<file path="src/rtl/cdb_arbiter_pkg.sv">
// Shared sizing constants, FU bit-index offsets and helpers for the CDB completion arbiter.
package cdb_arbiter_pkg;

  localparam int unsigned N              = 3;
  localparam int unsigned NUM_FU_ALU     = 3;
  localparam int unsigned NUM_FU_BRANCH  = 1;
  localparam int unsigned NUM_FU_MULT    = 2;
  localparam int unsigned LOAD_BUFFER_SZ = 4;
  localparam int unsigned STARVE_LIMIT   = 4;

  localparam int unsigned NUM_FU_TOTAL = LOAD_BUFFER_SZ + NUM_FU_MULT + NUM_FU_ALU + NUM_FU_BRANCH;
  localparam int unsigned VAR_REQ      = LOAD_BUFFER_SZ + NUM_FU_MULT;

  // Bit positions of each FU class within one grant slot (load at LSB, branch at MSB)
  localparam int unsigned FU_IDX_LOAD   = 0;
  localparam int unsigned FU_IDX_MULT   = FU_IDX_LOAD + LOAD_BUFFER_SZ;
  localparam int unsigned FU_IDX_ALU    = FU_IDX_MULT + NUM_FU_MULT;
  localparam int unsigned FU_IDX_BRANCH = FU_IDX_ALU + NUM_FU_ALU;

  localparam int unsigned AGE_W = $clog2(STARVE_LIMIT + 1);
  localparam int unsigned PTR_W = $clog2(VAR_REQ);
  localparam int unsigned LIM_W = $clog2(N + 1);

  typedef logic [AGE_W-1:0] age_t;

  // (base + off) mod VAR_REQ, valid for base < VAR_REQ and off < VAR_REQ
  function automatic logic [PTR_W-1:0] wrap_idx(input logic [PTR_W-1:0] base, input int unsigned off);
    logic [PTR_W:0] s;
    s = {1'b0, base} + (PTR_W+1)'(off);
    if (s >= (PTR_W+1)'(VAR_REQ)) s = s - (PTR_W+1)'(VAR_REQ);
    return s[PTR_W-1:0];
  endfunction

endpackage

</file>
<file path="src/rtl/cdb_arbiter_rr_picker.sv">
// Round-robin selector: grants up to `budget` requesters scanning upward from start_ptr with wrap.
module rr_picker
  import cdb_arbiter_pkg::*;
(
  input  logic [VAR_REQ-1:0] req,
  input  logic [PTR_W-1:0]   start_ptr,
  input  logic [LIM_W-1:0]   budget,
  output logic [VAR_REQ-1:0] gnt,
  output logic [PTR_W-1:0]   next_ptr,
  output logic               any_gnt
);

  logic [LIM_W-1:0] cnt;
  logic [PTR_W-1:0] idx;

  always_comb begin
    gnt      = '0;
    next_ptr = start_ptr;
    any_gnt  = 1'b0;
    cnt      = '0;
    idx      = '0;
    for (int unsigned i = 0; i < VAR_REQ; i++) begin
      idx = wrap_idx(start_ptr, i);
      if (req[idx] && (cnt < budget)) begin
        gnt[idx] = 1'b1;
        cnt      = cnt + LIM_W'(1);
        next_ptr = wrap_idx(idx, 1);
        any_gnt  = 1'b1;
      end
    end
  end

endmodule

</file>
<file path="src/rtl/cdb_arbiter.sv">
// CDB completion arbiter: fixed-latency units first, then starving variable units, then round-robin.
module cdb_arbiter
  import cdb_arbiter_pkg::*;
(
  input  logic                                  clock,
  input  logic                                  reset,
  input  logic [NUM_FU_ALU-1:0]                 alu_done,
  input  logic [NUM_FU_BRANCH-1:0]              branch_done,
  input  logic [NUM_FU_MULT-1:0]                mult_cdb_valid,
  input  logic [LOAD_BUFFER_SZ-1:0]             load_cdb_valid,
  output logic [N-1:0][NUM_FU_TOTAL-1:0]        complete_gnt_bus,
  output logic [NUM_FU_MULT-1:0]                mult_cdb_gnt,
  output logic [LOAD_BUFFER_SZ-1:0]             load_cdb_gnt,
  output logic [LIM_W-1:0]                      fixed_issue_limit
);

  localparam int unsigned FIX_W = $clog2(NUM_FU_ALU + NUM_FU_BRANCH + 1);

  logic [VAR_REQ-1:0]             var_valid;
  logic [VAR_REQ-1:0]             starve_gnt;
  logic [VAR_REQ-1:0]             rr_gnt;
  logic [VAR_REQ-1:0]             var_gnt;
  logic [N-1:0][NUM_FU_TOTAL-1:0] bus_pri;
  logic [N-1:0][NUM_FU_TOTAL-1:0] bus_all;
  logic [LIM_W-1:0]               fill_pri;
  logic [LIM_W-1:0]               fill_rr;
  logic [LIM_W-1:0]               rr_budget;
  logic [FIX_W-1:0]               fixed_cnt;
  logic [PTR_W-1:0]               rr_next;
  logic [PTR_W-1:0]               rr_idx;
  logic                           rr_any;
  logic [PTR_W:0]                 starve_cnt;

  age_t             age_q [VAR_REQ];
  age_t             age_d [VAR_REQ];
  logic [PTR_W-1:0] rr_ptr_q, rr_ptr_d;
  logic [LIM_W-1:0] reserve_q, reserve_d;

  assign var_valid = {mult_cdb_valid, load_cdb_valid};

  always_comb begin
    bus_pri    = '0;
    fill_pri   = '0;
    fixed_cnt  = '0;
    starve_gnt = '0;
    for (int unsigned b = 0; b < NUM_FU_BRANCH; b++) begin
      if (branch_done[b]) begin
        fixed_cnt = fixed_cnt + FIX_W'(1);
        if (fill_pri < LIM_W'(N)) begin
          bus_pri[fill_pri][FU_IDX_BRANCH+b] = 1'b1;
          fill_pri = fill_pri + LIM_W'(1);
        end
      end
    end
    for (int unsigned a = 0; a < NUM_FU_ALU; a++) begin
      if (alu_done[a]) begin
        fixed_cnt = fixed_cnt + FIX_W'(1);
        if (fill_pri < LIM_W'(N)) begin
          bus_pri[fill_pri][FU_IDX_ALU+a] = 1'b1;
          fill_pri = fill_pri + LIM_W'(1);
        end
      end
    end
    // Variable requester index k coincides with its FU bit position (load, then mult)
    for (int unsigned k = 0; k < VAR_REQ; k++) begin
      if (var_valid[k] && (age_q[k] >= AGE_W'(STARVE_LIMIT)) && (fill_pri < LIM_W'(N))) begin
        bus_pri[fill_pri][FU_IDX_LOAD+k] = 1'b1;
        starve_gnt[k] = 1'b1;
        fill_pri = fill_pri + LIM_W'(1);
      end
    end
    rr_budget = LIM_W'(N) - fill_pri;
  end

  rr_picker u_rr_picker (
    .req       (var_valid & ~starve_gnt),
    .start_ptr (rr_ptr_q),
    .budget    (rr_budget),
    .gnt       (rr_gnt),
    .next_ptr  (rr_next),
    .any_gnt   (rr_any)
  );

  // Round-robin winners occupy the remaining slots in scan order from rr_ptr
  always_comb begin
    bus_all = bus_pri;
    fill_rr = fill_pri;
    rr_idx  = '0;
    for (int unsigned i = 0; i < VAR_REQ; i++) begin
      rr_idx = wrap_idx(rr_ptr_q, i);
      if (rr_gnt[rr_idx] && (fill_rr < LIM_W'(N))) begin
        bus_all[fill_rr][FU_IDX_LOAD+rr_idx] = 1'b1;
        fill_rr = fill_rr + LIM_W'(1);
      end
    end
  end

  always_comb begin
    complete_gnt_bus = reset ? bus_all : '0;
    var_gnt = '0;
    for (int unsigned s = 0; s < N; s++) begin
      var_gnt = var_gnt | complete_gnt_bus[s][FU_IDX_LOAD +: VAR_REQ];
    end
    load_cdb_gnt      = var_gnt[LOAD_BUFFER_SZ-1:0];
    mult_cdb_gnt      = var_gnt[VAR_REQ-1:LOAD_BUFFER_SZ];
    fixed_issue_limit = LIM_W'(N) - reserve_q;
  end

  always_comb begin
    starve_cnt = '0;
    for (int unsigned k = 0; k < VAR_REQ; k++) begin
      if (var_valid[k] && !var_gnt[k]) begin
        age_d[k] = (age_q[k] == AGE_W'(STARVE_LIMIT)) ? age_q[k] : age_q[k] + AGE_W'(1);
      end else begin
        age_d[k] = '0;
      end
      if (age_d[k] >= AGE_W'(STARVE_LIMIT)) starve_cnt = starve_cnt + (PTR_W+1)'(1);
    end
    reserve_d = (starve_cnt > (PTR_W+1)'(N)) ? LIM_W'(N) : starve_cnt[LIM_W-1:0];
    rr_ptr_d  = rr_any ? rr_next : rr_ptr_q;
  end

  always_ff @(posedge clock) begin
    if (!reset) begin
      rr_ptr_q  <= '0;
      reserve_q <= '0;
      for (int unsigned k = 0; k < VAR_REQ; k++) age_q[k] <= '0;
    end else begin
      rr_ptr_q  <= rr_ptr_d;
      reserve_q <= reserve_d;
      for (int unsigned k = 0; k < VAR_REQ; k++) age_q[k] <= age_d[k];
      assert (fixed_cnt <= FIX_W'(N))
        else $warning("cdb_arbiter: fixed completions %0d exceed CDB width, extra dropped", fixed_cnt);
    end
  end

endmodule
</file>
<file path="config.mk">
export PLATFORM = sky130hd
export DESIGN_NAME = cdb_arbiter
export DESIGN_NICKNAME = d
export VERILOG_FILES = /design/src/rtl/cdb_arbiter_pkg.sv /design/src/rtl/cdb_arbiter_rr_picker.sv /design/src/rtl/cdb_arbiter.sv
export SDC_FILE = /design/constraint.sdc
export NUM_CORES = 1
export LEC_CHECK = 0
export ABC_AREA = 1
export CORE_UTILIZATION = 50
export CTS_CLUSTER_SIZE = 25
export DETAILED_ROUTE_END_ITERATION = 12
export PLACE_DENSITY = 0.7
export SLEW_MARGIN = 20
export SYNTH_ARGS = -nofsm -noshare
export SYNTH_HDL_FRONTEND = slang
export SYNTH_SLANG_ARGS = --single-unit
</file>
<file path="constraint.sdc">
create_clock -name clock -period 74 [get_ports clock]
set_clock_uncertainty 0.05 [all_clocks]
set_input_delay 14.8 -clock clock [delete_from_list [all_inputs] [get_ports clock]]
set_output_delay 14.8 -clock clock [all_outputs]
set_load 0.02 [all_outputs]
</file>
==> results of run 1 <==
==> worst min-delay path, stage by stage (launching register included) <==
cell      delay [ns]
dfxtp_1         0.32
inv_1           0.07
a211oi_1        0.06
==> layout by cell type, fill, tap and decap left out, types with 18 or more instances in the layout <==
master	synthesis	layout
nand2_1	217	217
inv_1	167	167
nor2_1	107	107
ha_1	91	91
nand3_1	76	76
clkdlybuf4s50_1	0	46
o21ai_0	42	42
nand2_2	39	39
a21oi_1	27	27
nand3_2	26	26
dfxtp_1	23	23
inv_2	21	21
nor3_1	20	20
nand2_4	18	18
==> metrics by stage <==
| stage | instance area [um^2] | std cells |
|---|---|---|
| floorplan | 6524 | 1058 |
| global placement | 7123 | 1260 |
| detailed placement | 7123 | 1260 |
| CTS | 7203 | 1264 |
| global route | 7203 | 1264 |
| finish | 7203 | 1264 |
==> final timing paths <==
path | to | slack (ns) | cells past startpoint
hold reg to reg | age_q[4][1] | 0.44 | 2
hold / removal | age_q[4][1] | 0.44 | 2
setup reg to reg | reserve_q[1] | 54.96 | 109
setup / recovery | mult_cdb_gnt[1] | 26.24 | 101
==> cell type report <==
class,count,area [um^2]
Tap cell,172,215.2
Multi-Input combinational cell,822,5230
Inverter,193,726.9
Fill cell,1320,5468
Timing Repair Buffer,50,490.5
Clock buffer,3,75.07
Clock inverter,1,5.005
Sequential cell,23,460.4
==> synthesized netlist by cell type (14+ instances only) <==
cell type / instances / share of area (%)
nand2_4: 18 / 3.1
o211ai_1: 14 / 1.6
inv_1: 167 / 9.6
inv_2: 21 / 1.2
ha_1: 91 / 17
nand2_1: 217 / 12
nand2_2: 39 / 3.7
o21ai_0: 42 / 3.2
nor3_1: 20 / 1.5
nor2_1: 107 / 6.2
nand3_1: 76 / 5.8
a21oi_1: 27 / 2.1
nand3_2: 26 / 4.0
dfxtp_1: 23 / 7.1
==> kinds of logic (layout without fill, tap and decap cells) <==
family	count (synthesis)	count (layout)
fa+ha+maj	92	92
simple gates	555	555
other cells	1	3
buf+inv	213	247
xor+xnor	11	11
compound gates	161	161
flops	23	23
==> per-layer routing <==
metal	global-route usage, %	vias to the layer above
met4	10.77	0
met2	53.13	275
met5	0	-
li1	-	3514
met3	3.788	42
met1	43.71	3153
==> state kept, by name, indices dropped and copies added, names as in the netlist <==
signal     count
age_q         18
rr_ptr_q       3
reserve_q      2
==> out/metrics.yaml, run 1 <==
die_y_um: 116.2
drc: 0
crit_family: "simple AND/OR/NAND/NOR gates"
wl_mm: 20.83
grt_pass1_vias: 6514
min_period_ns: 47.76
dpl.hpwl_mm: 17.51
synthAdderAreaFrac_pct: 17.78
initial_core_util_pct: 51.43
synth_xor_area_share_pct: 1.594
core_um2: 12670
wl_met2_mm: 9.236
io_buffers: 46
highest_layer: "met4"
synth.avg_cell_area_um2: 6.171
syn_area_um2: 6516
synth-edff-count: 0
wl_per_cell_um: 16.48
clk_path_buf_depth: 2
cts.clk_slew.worst_paths_ns: 0.06
area_delta_synth_final_pct: 10.54
clkSinkCount: 23
wirelength_met1_mm: 9.446
cts_resized: 0
fin_setup_tns_ns: 0
num_io_pins: 50
routed-wl-met3_mm: 1.536
diodes: 0
crit_path_top_delay_cell: "nor4_1"
hold_buffers: 0
crit_arrival_ns: 32.91
grt_antenna_before_repair: 1
hold_slack_ns: 0.4395
ys_types: 68
synth_top_family_by_area: "simple AND/OR/NAND/NOR gates"
viasPerCell: 5.525
worst_slew_pin_slew_ns: 1.001
postSynthCellCount: 1056
end_kind: "primary output"
start_kind: "input pin"
run_status: "finished clean"
yosys_warnings: 0
rows: 41
via_count: 6984
async_flop_share_pct: 0
post-route-period-util_pct: 64.55
die_area_um2: 13490
max_slew_margin_pct: 32.66
finalWorstSetupSlack_ns: 26.24
nets: 1197
postRouteAntennaNets: 0
r2r-start: "age_q[0][2]"
cts_made_buffers: 3
report.final.slew_viol_count: 0
finalCoreUtilization_pct: 56.85
dr.pass1.iters: 5
clk_latency_ns: 0.26
post_cts_buffers: 0
cp-startpoint: "alu_done[0]"
crit_required_ns: 59.15
drt_iter0_markers: 638
synth-simple-area-share_pct: 43.57
critical_path.max_stage_delay_ns: 0.86
cts-root-buf: "clkbuf_16"
crit_type: "input pin to primary output"
cp_max_fo: 17
rsz0062_at_grt: "no"
synth_mux_area_share_pct: 0
ys.flop_type: "dfxtp_1"
critPathBufInv: 18
worst_path_most_repeated_cell: "nand2_1"
maxCapViolCount: 0
hold_path_class: "flop to flop"
setup_viol: 0
grt_max_degree: 47
synth-seq-cells: 23
hold_viol: 0
synth_compound_gate_area_share_pct: 17.15
min-delay-start: "age_q[4][1]"
grt_use_total_pct: 32.29
die_w_um: 116.2
grt_pass1_wl_mm: 33.67
fmaxAchievable_ghz: 0.02094
pre_cts_ws_ns: 26.57
htree_levels: 1
cts_tree: "yes"
synth_seq_area_share_pct: 7.066
place_congestion: 1.019
drive_above_1_share_pct: 14.01
overflow: 0
Power of run 1 is left out: the tool's default activity adds up to more than one toggle a clock period on the data nets, which glitch-free logic cannot reach.
==> run 2, diff against run 1 <==
==> constraint.sdc (replaced) <==
create_clock -name clock -period 49 [get_ports clock]
set_clock_uncertainty 0.05 [all_clocks]
set_input_delay 9.8 -clock clock [delete_from_list [all_inputs] [get_ports clock]]
set_output_delay 9.8 -clock clock [all_outputs]
set_load 0.02 [all_outputs]
==> run 2 against run 1 <==
Global-route usage down 1.6 points. Worst hold slack about the same. Highest routed layer unchanged. Via count is 0.46% higher. Sequential share of layout area is the same. First-iteration DRC count is 18% higher. Worst setup slack lost 15 ns. Routed wire length decreased by 2.2%. Clock-buffer cell count unchanged. Final cell count is the same.
==> out/metrics.yaml, run 2 (synthesis gave the netlist of run 1 again) <==
final_cell_mix: "nand2_1, inv_1, nor2_1"
crit_required_ns: 39.15  # -20.00 ns
cp_max_fo: 17  # unchanged
cts-root-buf: "clkbuf_16"
reg_top3: "age_q: 18 flops, rr_ptr_q: 3 flops, reserve_q: 2 flops"
maxCapViolCount: 0  # unchanged
initial_core_util_pct: 51.43  # unchanged
worst_path_most_repeated_cell: "nand2_1"
htree_levels: 1  # unchanged
run_status: "finished clean"
report.final.slew_viol_count: 0  # unchanged
via_count: 7016  # +0.46%
cts_made_buffers: 3  # unchanged
cts_resized: 0  # unchanged
drc: 0  # unchanged
dpl.hpwl_mm: 17.04  # -2.6%
post_cts_buffers: 0  # unchanged
wl_mm: 20.37  # -2.2%
critical_path.max_stage_delay_ns: 0.82  # -0.04 ns
grt_max_degree: 47  # unchanged
fmaxAchievable_ghz: 0.02652
die_w_um: 116.2  # unchanged
rsz0062_at_grt: "no"
post-route-period-util_pct: 76.96
drt_iter0_markers: 754  # +18%
die_area_um2: 13490  # unchanged
min_period_ns: 37.71
drive_above_1_share_pct: 14.01  # unchanged
wl_per_cell_um: 16.11  # -2.2%
die_y_um: 116.2  # unchanged
grt_use_total_pct: 30.73  # -1.6 points
clkSinkCount: 23  # unchanged
crit_path_top_delay_cell: "nor4_1"
area_delta_synth_final_pct: 10.54  # unchanged
finalWorstSetupSlack_ns: 11.29  # -14.95 ns
hold_viol: 0  # unchanged
clk_path_buf_depth: 2  # unchanged
num_io_pins: 50  # unchanged
rows: 41  # unchanged
grt_pass1_wl_mm: 32.09  # -4.7%
dr.pass1.iters: 5  # unchanged
crit_arrival_ns: 27.86  # -5.05 ns
pre_cts_ws_ns: 11.59  # -14.98 ns
diodes: 0  # unchanged
crit_type: "input pin to primary output"
grt_antenna_before_repair: 0  # -1
fin_setup_tns_ns: 0  # unchanged
end_kind: "primary output"
place_congestion: 1.062  # +4.2%
io_buffers: 46  # unchanged
max_slew_margin_pct: 35.76  # +3.1 points
viasPerCell: 5.551  # +0.46%
overflow: 0  # unchanged
final_common_cell: "nand2_1"
nets: 1197  # unchanged
core_um2: 12670  # unchanged
worst_slew_pin_slew_ns: 0.9548  # -0.04603 ns
start_kind: "input pin"
grt_pass1_vias: 6301  # -3.3%
hold_path_class: "flop to flop"
largest_reg_flops: 18  # unchanged
top_register: "age_q"
cts.clk_slew.worst_paths_ns: 0.06  # about the same
hold_buffers: 0  # unchanged
cts_tree: "yes"
clk_latency_ns: 0.26  # about the same
postRouteAntennaNets: 0  # unchanged
setup_viol: 0  # unchanged
==> run 2: path summary, 6_finish.rpt <==
| path | from | to | slack, ns | cells past startpoint |
|---|---|---|---|---|
| worst max register to register | age_q[0][2] | reserve_q[1] | 29.86 | 111 |
| worst min-delay path | age_q[4][1] | age_q[4][1] | 0.44 | 2 |
| worst min register to register | age_q[4][1] | age_q[4][1] | 0.44 | 2 |
| worst max-delay path | alu_done[0] | load_cdb_gnt[3] | 11.29 | 102 |
==> run 2: area by class of cell <==
type	count	area (um^2)
multi-input combinational	822	5230
tap	172	215.2
sequential	23	460.4
clock buffer	3	75.07
timing repair buffer	50	490.5
clock inverter	1	5.005
fill	1328	5468
inverter	193	726.9
==> run 2: worst max-delay path, delay by kind of cell <==
family / cells / cell delay (ns)
buf+inv: 18 / 2.95
simple gates: 61 / 9.93
compound gates: 7 / 1.61
xor+xnor: 1 / 0.14
fa+ha+maj: 15 / 3.39
==> run 2: layer usage <==
metal	GRT usage, %	up-vias	share of wire [%]
met2	49.64	300	44
li1	-	3518	-
met1	41.92	3145	45
met5	0	-	0
met4	12.65	0	3.9
met3	2.802	53	6.7
==> run 2: through the flow <==
stage	util [%]	cell area (um^2)	std cells	hold slack [ns]
final	56.85	7203	1264	0.4397
after global routing	56.85	7203	1264	0.4618
after CTS	56.85	7203	1264	0.4463
after detailed placement	56.22	7123	1260	0.4341
after global placement	56.22	7123	1260	0.4319
after floorplan	-	6524	1058	0.4057
Power of run 2 is left out for the same reason.
==> run 3, diff against run 2 <==
==> constraint.sdc (replaced) <==
create_clock -name clock -period 37.5 [get_ports clock]
set_clock_uncertainty 0.05 [all_clocks]
set_input_delay 7.5 -clock clock [delete_from_list [all_inputs] [get_ports clock]]
set_output_delay 7.5 -clock clock [all_outputs]
set_load 0.02 [all_outputs]
==> run 3 against run 2 <==
Via count grew 0.88%. Register-to-register slack got worse by 11 ns. Die area is the same. Worst hold slack better by 0.0032 ns. Flip-flop and latch count is the same. Largest cell class unchanged. Design area is the same. First-iteration DRC count decreased by 17%. Core utilization unchanged. Critical path depth did not move. Global-route usage is 0.90 points higher.
==> out/metrics.yaml, run 3 (synthesis gave the netlist of run 1 again) <==
dr.pass1.iters: 5  # unchanged
htree_levels: 1  # unchanged
end_kind: "primary output"
place_congestion: 1.016  # -4.3%
cts-root-buf: "clkbuf_16"
postRouteAntennaNets: 0  # unchanged
multi_input_area_um2: 5230  # unchanged
fmaxAchievable_ghz: 0.03016
hold_buffers: 0  # unchanged
hold_path_class: "flop to flop"
die_y_um: 116.2  # unchanged
die_w_um: 116.2  # unchanged
cts.clk_slew.worst_paths_ns: 0.06  # about the same
hold_viol: 0  # unchanged
largest_reg_flops: 18  # unchanged
cts_resized: 0  # unchanged
initial_core_util_pct: 51.43  # unchanged
fill_cells: 1276  # -3.9%
wl_per_cell_um: 16.56  # +2.8%
clkSinkCount: 23  # unchanged
cp_max_fo: 17  # unchanged
crit_required_ns: 29.95  # -9.20 ns
critical_path.max_stage_delay_ns: 0.89  # +0.07 ns
rows: 41  # unchanged
r2r_slack_ns: 18.41  # -11.45 ns
drive_above_1_share_pct: 14.01  # unchanged
nets: 1197  # unchanged
cts_made_buffers: 3  # unchanged
post-route-period-util_pct: 88.41
wl_mm: 20.94  # +2.8%
maxCapViolCount: 0  # unchanged
grt_antenna_before_repair: 0  # unchanged
grt_pass1_vias: 6200  # -1.6%
area_delta_synth_final_pct: 10.54  # unchanged
num_io_pins: 50  # unchanged
clk_path_buf_depth: 2  # unchanged
report.final.slew_viol_count: 0  # unchanged
io_buffers: 46  # unchanged
crit_type: "input pin to primary output"
diodes: 0  # unchanged
crit_path_top_delay_cell: "nor4_1"
core_um2: 12670  # unchanged
overflow: 0  # unchanged
crit_arrival_ns: 25.61  # -2.25 ns
fin_setup_tns_ns: 0  # unchanged
grt_use_total_pct: 31.62  # +0.90 points
top_register: "age_q"
final_cell_mix: "nand2_1, inv_1, nor2_1"
setup_viol: 0  # unchanged
cts_tree: "yes"
start_kind: "input pin"
seq_area_um2: 460.4  # unchanged
dpl.hpwl_mm: 17.46  # +2.5%
rsz0062_at_grt: "no"
drt_iter0_markers: 628  # -17%
post_cts_buffers: 0  # unchanged
die_area_um2: 13490  # unchanged
grt_max_degree: 47  # unchanged
run_status: "finished clean"
viasPerCell: 5.600  # +0.88%
min_period_ns: 33.16
grt_pass1_wl_mm: 32.71  # +2.0%
max_slew_margin_pct: 29.49  # -6.3 points
via_count: 7078  # +0.88%
worst_slew_pin_slew_ns: 1.048  # +0.09313 ns
final_common_cell: "nand2_1"
drc: 0  # unchanged
worst_path_most_repeated_cell: "nand2_1"
clk_latency_ns: 0.26  # about the same
reg_top3: "age_q: 18 flops, rr_ptr_q: 3 flops, reserve_q: 2 flops"
[run 3: layout make-up]
cell class,instances,share of cell area [%]
multi-input cells,822,72.61
clock buffers,3,1.042
repair buffers,50,6.809
flip-flops and latches,23,6.392
inverters,193,10.09
well taps,172,2.988
clock inverters,1,0.06948
[run 3: per-layer routing]
layer,share of wire (%),vias up,track usage [%]
met3,8.6,51,3.581
met5,0,-,0
met1,44,3219,43.67
met4,3.2,0,10.85
li1,-,3520,-
met2,44,288,50.91
[run 3: worst paths after layout]
kind / cells after the start / start / end
max reg2reg: 111 / age_q[0][2] / reserve_q[1]
max: 102 / alu_done[0] / load_cdb_gnt[3]
min: 1 / age_q[4][0] / age_q[4][0]
min reg2reg: 1 / age_q[4][0] / age_q[4][0]
[run 3: per-stage QoR]
stage	area, um^2	hold WS, ns	worst slack (ns)	std cells	utilization, %
2_1_floorplan	6524	0.4057	7.813	1058	-
3_3_place_gp	7123	0.4323	5.091	1260	56.22
3_5_place_dp	7123	0.4389	4.701	1260	56.22
4_1_cts	7203	0.4499	4.676	1264	56.85
5_1_grt	7203	0.4748	2.782	1264	56.85
6_report	7203	0.4429	4.345	1264	56.85
[run 3: critical path: cells and delay by family]
kind / cells / cell delay [ns]
compound gates: 7 / 1.59
xor+xnor: 1 / 0.14
fa+ha+maj: 15 / 3.35
buf+inv: 18 / 2.94
simple gates: 61 / 10.02
Power of run 3 is left out for the same reason.
